[config.mk]
export PLATFORM = sky130hd
export DESIGN_NAME = fp8_divider_seq
export DESIGN_NICKNAME = d
export VERILOG_FILES = /design/src/rtl/fp8_pkg.sv /design/src/rtl/fp8_mant_div_step.sv /design/src/rtl/fp8_divider_seq.sv
export SDC_FILE = /design/constraint.sdc
export NUM_CORES = 1
export LEC_CHECK = 0
export ABC_AREA = 0
export CORE_ASPECT_RATIO = 0.8
export CORE_MARGIN = 5
export CORE_UTILIZATION = 50
export CTS_CLUSTER_DIAMETER = 60
export CTS_CLUSTER_SIZE = 25
export DETAILED_ROUTE_END_ITERATION = 12
export MAX_ROUTING_LAYER = met4
export PLACE_DENSITY = 0.77
export SYNTH_ARGS = -nofsm -noshare
export SYNTH_HDL_FRONTEND = slang
export SYNTH_SLANG_ARGS = --single-unit
[constraint.sdc]
create_clock -name clk -period 3.6 [get_ports clk]
set_input_delay 0.72 -clock clk [delete_from_list [all_inputs] [get_ports clk]]
set_output_delay 0.72 -clock clk [all_outputs]
set_load 0.02 [all_outputs]
[src/rtl/fp8_pkg.sv]
// Shared FP8 E4M3 definitions (S-EEEE-MMM, bias 7) for the MAC datapath arithmetic blocks.
package fp8_pkg;
  localparam int FP8_EXP_W = 4;
  localparam int FP8_MAN_W = 3;
  localparam int FP8_BIAS  = 7;

  localparam logic [6:0] FP8_MAX_FINITE = 7'h7E;
  localparam logic [6:0] FP8_NAN        = 7'h7F;

  typedef struct packed {
    logic                 sign;
    logic [FP8_EXP_W-1:0] exp;
    logic [FP8_MAN_W-1:0] man;
  } fp8_t;

  typedef enum logic [1:0] {
    ST_IDLE = 2'd0,
    ST_DIV  = 2'd1,
    ST_PACK = 2'd2,
    ST_DONE = 2'd3
  } div_state_t;
endpackage

[src/rtl/fp8_mant_div_step.sv]
// One restoring-division step: conditional subtract of the divisor, then shift the remainder left.
module fp8_mant_div_step #(
  parameter int W = 5
) (
  input  logic [W-1:0] r,
  input  logic [W-1:0] d,
  output logic         q_bit,
  output logic [W-1:0] r_next
);
  logic [W-1:0] r_sub;

  always_comb begin
    q_bit  = (r >= d);
    r_sub  = q_bit ? (r - d) : r;
    r_next = {r_sub[W-2:0], 1'b0};
  end
endmodule

[src/rtl/fp8_divider_seq.sv]
// Sequential FP8 E4M3 divider, one mantissa quotient bit per clock, truncating.
// Define FP8_DIV_NAN_EN to treat S-1111-111 as NaN and add the nan_flag output.
module fp8_divider_seq
  import fp8_pkg::*;
#(
  parameter int EXP_W = FP8_EXP_W,
  parameter int MAN_W = FP8_MAN_W,
  parameter int BIAS  = FP8_BIAS
) (
  input  logic       clk,
  input  logic       rst,
  input  logic       in_valid,
  output logic       in_ready,
  input  logic [7:0] a,
  input  logic [7:0] b,
  output logic       out_valid,
  input  logic       out_ready,
  output logic [7:0] quotient,
  output logic       div_by_zero,
  output logic       overflow,
  output logic       underflow
`ifdef FP8_DIV_NAN_EN
  ,
  output logic       nan_flag
`endif
);
  localparam int QW = MAN_W + 2;          // hidden bit + mantissa + one guard for the <1 case
  localparam int CW = $clog2(QW);
  localparam int EW = EXP_W + 2;
  localparam logic signed [EW-1:0] E_TOP = EW'((1 << EXP_W) - 1);

  div_state_t state, state_nxt;
  fp8_t fa, fb;
  logic a_zero, b_zero, special, sign_in;
  logic sign;
  logic [EXP_W-1:0] ea, eb;
  logic [QW-1:0] r, d, q, r_next;
  logic [CW-1:0] cnt;
  logic q_bit, lead, ovf, unf;
  logic [MAN_W-1:0] man_pack;
  logic signed [EW-1:0] e_pack;

  assign fa      = a;
  assign fb      = b;
  assign sign_in = fa.sign ^ fb.sign;
  assign a_zero  = (fa.exp == '0);
  assign b_zero  = (fb.exp == '0);

`ifdef FP8_DIV_NAN_EN
  logic nan_case;
  assign nan_case = (fa.exp == '1 && fa.man == '1) || (fb.exp == '1 && fb.man == '1) ||
                    (a_zero && b_zero);
  assign special  = nan_case || a_zero || b_zero;
`else
  assign special  = a_zero || b_zero;
`endif

  fp8_mant_div_step #(.W(QW)) u_step (
    .r      (r),
    .d      (d),
    .q_bit  (q_bit),
    .r_next (r_next)
  );

  // Normalise: a leading quotient bit of 0 means the mantissa ratio was below 1.
  always_comb begin
    lead     = q[QW-1];
    man_pack = lead ? q[QW-2:1] : q[QW-3:0];
    e_pack   = {2'b00, ea} - {2'b00, eb} + EW'(BIAS) - {{(EW-1){1'b0}}, ~lead};
    ovf      = (e_pack > E_TOP) || (e_pack == E_TOP && man_pack == '1);
    unf      = e_pack[EW-1] || (e_pack == '0);
  end

  always_ff @(posedge clk or posedge rst) begin
    if (rst) state <= ST_IDLE;
    else     state <= state_nxt;
  end

  always_comb begin
    state_nxt = state;
    case (state)
      ST_IDLE: if (in_valid) state_nxt = special ? ST_DONE : ST_DIV;
      ST_DIV:  if (cnt == CW'(QW-1)) state_nxt = ST_PACK;
      ST_PACK: state_nxt = ST_DONE;
      ST_DONE: if (out_ready) state_nxt = ST_IDLE;
      default: state_nxt = ST_IDLE;
    endcase
  end

  always_comb begin
    in_ready  = (state == ST_IDLE);
    out_valid = (state == ST_DONE);
  end

  always_ff @(posedge clk or posedge rst) begin
    if (rst) begin
      sign <= 1'b0; ea <= '0; eb <= '0;
      r <= '0; d <= '0; q <= '0; cnt <= '0;
      quotient <= '0; div_by_zero <= 1'b0; overflow <= 1'b0; underflow <= 1'b0;
`ifdef FP8_DIV_NAN_EN
      nan_flag <= 1'b0;
`endif
    end else begin
      case (state)
        ST_IDLE: if (in_valid) begin
          sign <= sign_in; ea <= fa.exp; eb <= fb.exp;
          r <= QW'({1'b1, fa.man}); d <= QW'({1'b1, fb.man});
          q <= '0; cnt <= '0;
          div_by_zero <= 1'b0; overflow <= 1'b0; underflow <= 1'b0;
`ifdef FP8_DIV_NAN_EN
          nan_flag <= 1'b0;
          if (nan_case) begin
            quotient <= {sign_in, FP8_NAN};
            nan_flag <= 1'b1;
          end else
`endif
          if (b_zero) begin
            quotient    <= {sign_in, FP8_MAX_FINITE};
            div_by_zero <= 1'b1;
          end else if (a_zero) begin
            quotient <= {sign_in, 7'h00};
          end
        end
        ST_DIV: begin
          r   <= r_next;
          q   <= {q[QW-2:0], q_bit};
          cnt <= cnt + 1'b1;
        end
        ST_PACK: begin
          if (ovf) begin
            quotient <= {sign, FP8_MAX_FINITE};
            overflow <= 1'b1;
          end else if (unf) begin
            quotient  <= {sign, 7'h00};
            underflow <= 1'b1;
          end else begin
            quotient <= {sign, e_pack[EXP_W-1:0], man_pack};
          end
        end
        default: ;
      endcase
    end
  end
endmodule

# Word level (Yosys, flattened, before mapping)
# Index checks and enable logic that the tools add are counted.
[totals]
regBits = 39
elab_cells = 76
[classes]
n_addsub = 5
magnitude_cmp = 2
eq_ne = 13
mux = 26
n_bitwise = 2
n_reduce_logical = 16
[ops]
columns = ["op", "n"]
rows = [
  ["$mux 8", 3],
  ["$pmux 5 s2", 2],
  ["$pmux 8 s2", 1],
  ["$mux 7", 2],
  ["$mux 5", 2],
  ["$ne 2x2->1 const B", 5],
  ["$reduce_and 3->1", 3],
  ["$logic_not 4->1", 2],
  ["$mux 2", 4],
  ["$pmux 2 s4", 1],
  ["$add 5x4->6 const B", 1],
  ["$eq 3x3->1 const B", 2],
  ["$eq 6x5->1 const B", 1],
  ["$gt 6x5->1 const B", 1],
  ["$logic_not 6->1", 1],
  ["$mux 3", 2],
  ["$pmux 3 s2", 1],
  ["$sub 6x1->6", 1],
  ["$ge 5x4->1", 1],
  ["$mux 1", 5],
  ["$sub 4x4->5", 1],
  ["$eq 2x2->1 const B", 2],
  ["$mux 4", 1],
  ["$pmux 1 s2", 2],
  ["13 further kinds", 17],
]

# Depth between registers and ports, before layout
[logic_depth]
ltp_word = 8
mapped_depth = 12
ltp_nobuf = 12

# By module
# From an unflattened synthesis, not the netlist that was laid out.
[hier_totals]
hier_cells = 227
area_unflattened_um2 = 2363.5
[by_module_without_submodules]
columns = ["module", "instances", "cells_each", "area_each_um2", "seq_area_each_um2"]
rows = [
  ["fp8_divider_seq", 1, 194, 2088.3, 975.9],
  ["fp8_mant_div_step", 1, 33, 275.3, 0.0],
]

# Worst setup path before layout
# No wires, ideal clock.
[synth_path]
kind = "reg2reg"
startpoint = "register ea[0]"
endpoint = "register quotient[0]"
arrival_time_ns = 2.589
t_required_ns = 3.480
slack_ns = 0.891
stages_incl_launch_ff = 11
synth_period_minus_slack_ns = 2.709
cell_sequence = "dfrtp_1 -> inv_1 -> ha_1 -> fa_1 -> xnor2_1 -> inv_1 -> fa_1 -> nor4_2 -> a21boi_1 -> o211a_1 -> a31o_2"
[synth_via]
elab_chain_cells = 8
word_cells_on_any_way = 12
[synth_lines]
columns = ["item", "line_no", "text"]
rows = [
  ["from (decl)", "fp8_divider_seq.sv:36", "logic [EXP_W-1:0] ea, eb;"],
  ["from (signal assigned)", "fp8_divider_seq.sv:106", "sign <= sign_in; ea <= fa.exp; eb <= fb.exp;"],
  ["$sub 4x4->5 *", "fp8_divider_seq.sv:69", "e_pack = {2'b00, ea} - {2'b00, eb} + EW'(BIAS) - {{(EW-1){1'b0}}, ~lead};"],
  ["$add 5x4->6 *", "fp8_divider_seq.sv:69", ""],
  ["$sub 6x1->6 *", "fp8_divider_seq.sv:69", ""],
  ["parallel branches: the longest is 3 deep, another holds $gt 6x5->1", "n/a", ""],
  ["$mux 7 *", "fp8_divider_seq.sv:130", "if (ovf) begin"],
  ["$pmux 8 s2 *", "fp8_divider_seq.sv:104", "case (state)"],
  ["to (signal assigned)", "fp8_divider_seq.sv:131", "quotient <= {sign, FP8_MAX_FINITE};"],
  ["to (signal assigned)", "fp8_divider_seq.sv:134", "quotient <= {sign, 7'h00};"],
  ["to (signal assigned)", "fp8_divider_seq.sv:137", "quotient <= {sign, e_pack[EXP_W-1:0], man_pack};"],
  ["to (decl)", "fp8_divider_seq.sv:18", "output logic [7:0] quotient,"],
]
# Mark *: on every way between the ends.
# A chain may end at the register's enable or synchronous reset.

# Final worst setup path
[layout_path]
startpoint = "register eb[0]"
endpoint = "register quotient[0]"
[layout_via]
elab_chain_cells = 8
word_cells_on_any_way = 12
[layout_lines]
columns = ["item", "line_no"]
rows = [
  ["from (decl)", "fp8_divider_seq.sv:36"],
  ["from (signal assigned)", "fp8_divider_seq.sv:106"],
  ["$sub 4x4->5 *", "fp8_divider_seq.sv:69"],
  ["$add 5x4->6 *", "fp8_divider_seq.sv:69"],
  ["$sub 6x1->6 *", "fp8_divider_seq.sv:69"],
  ["parallel branches: the longest is 3 deep, another holds $gt 6x5->1", "n/a"],
  ["$mux 7 *", "fp8_divider_seq.sv:130"],
  ["$pmux 8 s2 *", "fp8_divider_seq.sv:104"],
]
# Marks and branches as above.

==> summary.md <==
| Metric | Value |
|---|---|
| Status | `finished, final reports clean` |
| Syn Area/Cell | `10.2 sq um` |
| CTS Hold Bufs | `0` |
| Post-synthesis xor/xnor area fraction | `2.20%` |
| Worst-path clk slew | `80 ps` |
| Worst Path Arrival | `3090 ps` |
| Slew headroom | `56.6%` |
| Routability cong. | `0.800` |
| Post-CTS Setup Inserts | `0` |
| Die W | `87.3 um` |
| Main combinational cell family by area after synthesis | `compound AO/OA/AOI/OAI gates` |
| RSZ-0062 raised after global routing | `false` |
| Seq/Total Area, Yosys | `40.8%` |
| M1 WL | `2450 um` |
| DR WL met2 | `2170 um` |
| Synth warnings | `0` |
| First-pass GRT wire length | `8520 um` |
| Final Slew Violations | `0` |
| Initial Utilization | `52.0%` |
| WL final | `4890 um` |
| # nets final | `311` |
| Port Buffers | `32` |
| Root Driver | `clkbuf_8` |
| Routed length on met3 | `207 um` |
| Setup crit start kind | `flip-flop` |
| Share of cells above drive strength 1 | `12.9%` |
| Die height | `71.9 um` |
| Initial antenna violation count | `0` |
| Max Cap Viol | `0` |
| Pin count of the biggest net entering global routing | `40` |
| Post-synth top area share | `40.8%` |
| Tcrit/Tclk final | `80.6%` |
| Fin area | `2860 sq um` |
| Simple-gate area share of the yosys netlist | `13.3%` |
| Area Overhead vs Synth | `19.7%` |
| CTS Buf Count | `5` |
| DR top layer | `met4` |
| Worst-Skew Late Latency | `290 ps` |
| Tightest Hold Check Type | `flip-flop to flip-flop` |
| CTS resizes | `0` |
| Fmax | `345 MHz` |
| Remaining antenna violation count after routing | `0` |
| Core box area | `4600 sq um` |
| Setup TNS | `0 ps` |
| Final hold viol count | `0` |
| Drt first pass iters | `6` |
| Post-synth ARST share | `100%` |
| Row count | `22` |
| Top_reg_cell synth | `dfrtp_1` |
| Clock buffer depth | `2` |
| Final Setup Violations | `0` |
| Post-Synth Adder-Cell Area | `11.9%` |
| Synth top area cells | `dfrtp_1 (41%), ha_1 (9.4%), mux2_2 (6.1%)` |
| Worst Path Required | `3790 ps` |
| Mux contribution to synthesized area | `7.80%` |
| Total GRT Usage | `17.7%` |
| Wire per inst | `14.8 um` |
| Actual slew at the worst max-slew pin | `644 ps` |
| EDFF count, synth | `0` |
| Critical path endpoint category | `flip-flop` |
| Iter 0 DRT Violations | `121` |
| H-tree levels | `2` |
| Setup CP Type | `flip-flop to flip-flop` |
| Post-DP Area | `2780 sq um` |
| Syn Nets | `275` |
| Fill cell count | `397` |
| CP max FO | `4` |
| DPL Wire Length | `3680 um` |
| Post-Synthesis Cells | `234` |
| Final Skew | `10.8 ps` |
| TritonCTS clock tree | `built` |
| Vias in the first global route | `1765` |
| Post-synthesis register bit count | `39` |
| DRC Markers | `0` |
| Area leader, netlist | `dfrtp_1` |
| Tmin final | `2900 ps` |
| GRT overflow | `0` |
| # IOs | `33` |
| Compound-Gate Fraction of Synth Area | `18.5%` |
| Clock Sinks | `39` |
| Via density | `5.44` |
| Mapped cell area | `2390 sq um` |
| Die Area | `6270 sq um` |
| Ant diodes | `0` |
| Via Count | `1800` |
| Netlist cell types | `46` |
cell usage in the layout, fill, tap and decap left out, types with 4 or more instances in the layout:
| cell type | instances |
|---|---|
| clkdlybuf4s50_1 | 32 |
| ha_1 | 18 |
| clkbuf_8 | 5 |
| mux2i_1 | 4 |
| nor2_1 | 18 |
| mux2_2 | 13 |
| o21a_1 | 4 |
| inv_1 | 26 |
| nor3_1 | 5 |
| a22o_1 | 6 |
| o21ai_0 | 12 |
| xnor2_1 | 4 |
| dfrtp_1 | 39 |
| nand2_1 | 14 |
| nor2b_1 | 4 |
| a21oi_1 | 13 |
flip-flops by register name (all words and copies together) (netlist names):
register,count
cnt,3
d,4
div_by_zero,1
ea,4
eb,4
overflow,1
q,5
quotient,8
r,5
sign,1
state,2
underflow,1
synthesized netlist by cell type, types with 2 or more instances:
library cell / n
a21boi_1: 2
a21o_1: 2
a21oi_1: 13
a22o_1: 6
a22oi_1: 3
a31oi_1: 3
buf_2: 5
dfrtp_1: 39
fa_1: 3
ha_1: 18
inv_1: 26
mux2_2: 13
mux2i_1: 4
nand2_1: 14
nand3_1: 3
nor2_1: 18
nor2b_1: 4
nor3_1: 5
nor3b_1: 2
nor4_1: 2
o211a_1: 2
o211ai_1: 2
o21a_1: 4
o21ai_0: 12
o21ai_2: 2
o31ai_1: 3
xnor2_1: 4
xor2_1: 2
worst max-delay path, cell delays in order, from the launching register on:
cell and delay [ps]:
dfrtp_1 390, ha_1 210, fa_1 390, xnor2_1 230
inv_1 110, fa_1 540, nor4_2 330, a21boi_1 160
o211a_1 230, a31o_2 200
logic make-up (layout without fill, tap and decap cells):
logic type | Yosys count | after routing
adder cells (fa/ha/maj) | 21 | 21
multiplexers | 17 | 17
AND/OR/NAND/NOR | 57 | 57
AO/OA/AOI/OAI | 61 | 61
flip-flops | 39 | 39
XOR/XNOR | 6 | 6
buffers and inverters | 33 | 70
stage by stage:
| stage | setup slack, ps | std cells | utilization (%) | hold slack [ps] |
|---|---|---|---|---|
| after global routing | 519 | 331 | 62.2 | 502 |
| final | 700 | 331 | 62.2 | 454 |
| after CTS | 705 | 331 | 62.2 | 453 |
| after global placement | 806 | 323 | 60.5 | 433 |
| after detailed placement | 714 | 323 | 60.5 | 438 |
| after floorplan | 891 | 234 | - | 418 |
final timing paths:
check | end | cells past startpoint | startpoint | slack, ps
max | quotient[0] | 9 | eb[0] | 700
min | d[3] | 2 | d[3] | 450
max reg2reg | quotient[0] | 9 | eb[0] | 700
min reg2reg | d[3] | 2 | d[3] | 450
max in group asynchronous | q[4] | 3 | rst | 2410
min in group asynchronous | state[0] | 3 | rst | 840
layer usage:
metal | vias up | track usage, %
li1 | 893 | -
met1 | 856 | 25.6
met2 | 42 | 24.2
met3 | 9 | 4.14
met4 | 0 | 5.79
met5 | - | -
cell type report:
class / count / area (sq um) / share of cell area (%)
well taps: 60 / 75.1 / 2.62
inverters: 27 / 101 / 3.54
multi-input cells: 162 / 1280 / 44.9
clock buffers: 7 / 76.3 / 2.67
repair buffers: 35 / 343 / 12.0
flip-flops and latches: 39 / 976 / 34.1
clock inverters: 1 / 5.00 / 0.175
Power is left out: the tool's default activity adds up to more than one toggle a clock period on the data nets, which glitch-free logic cannot reach.
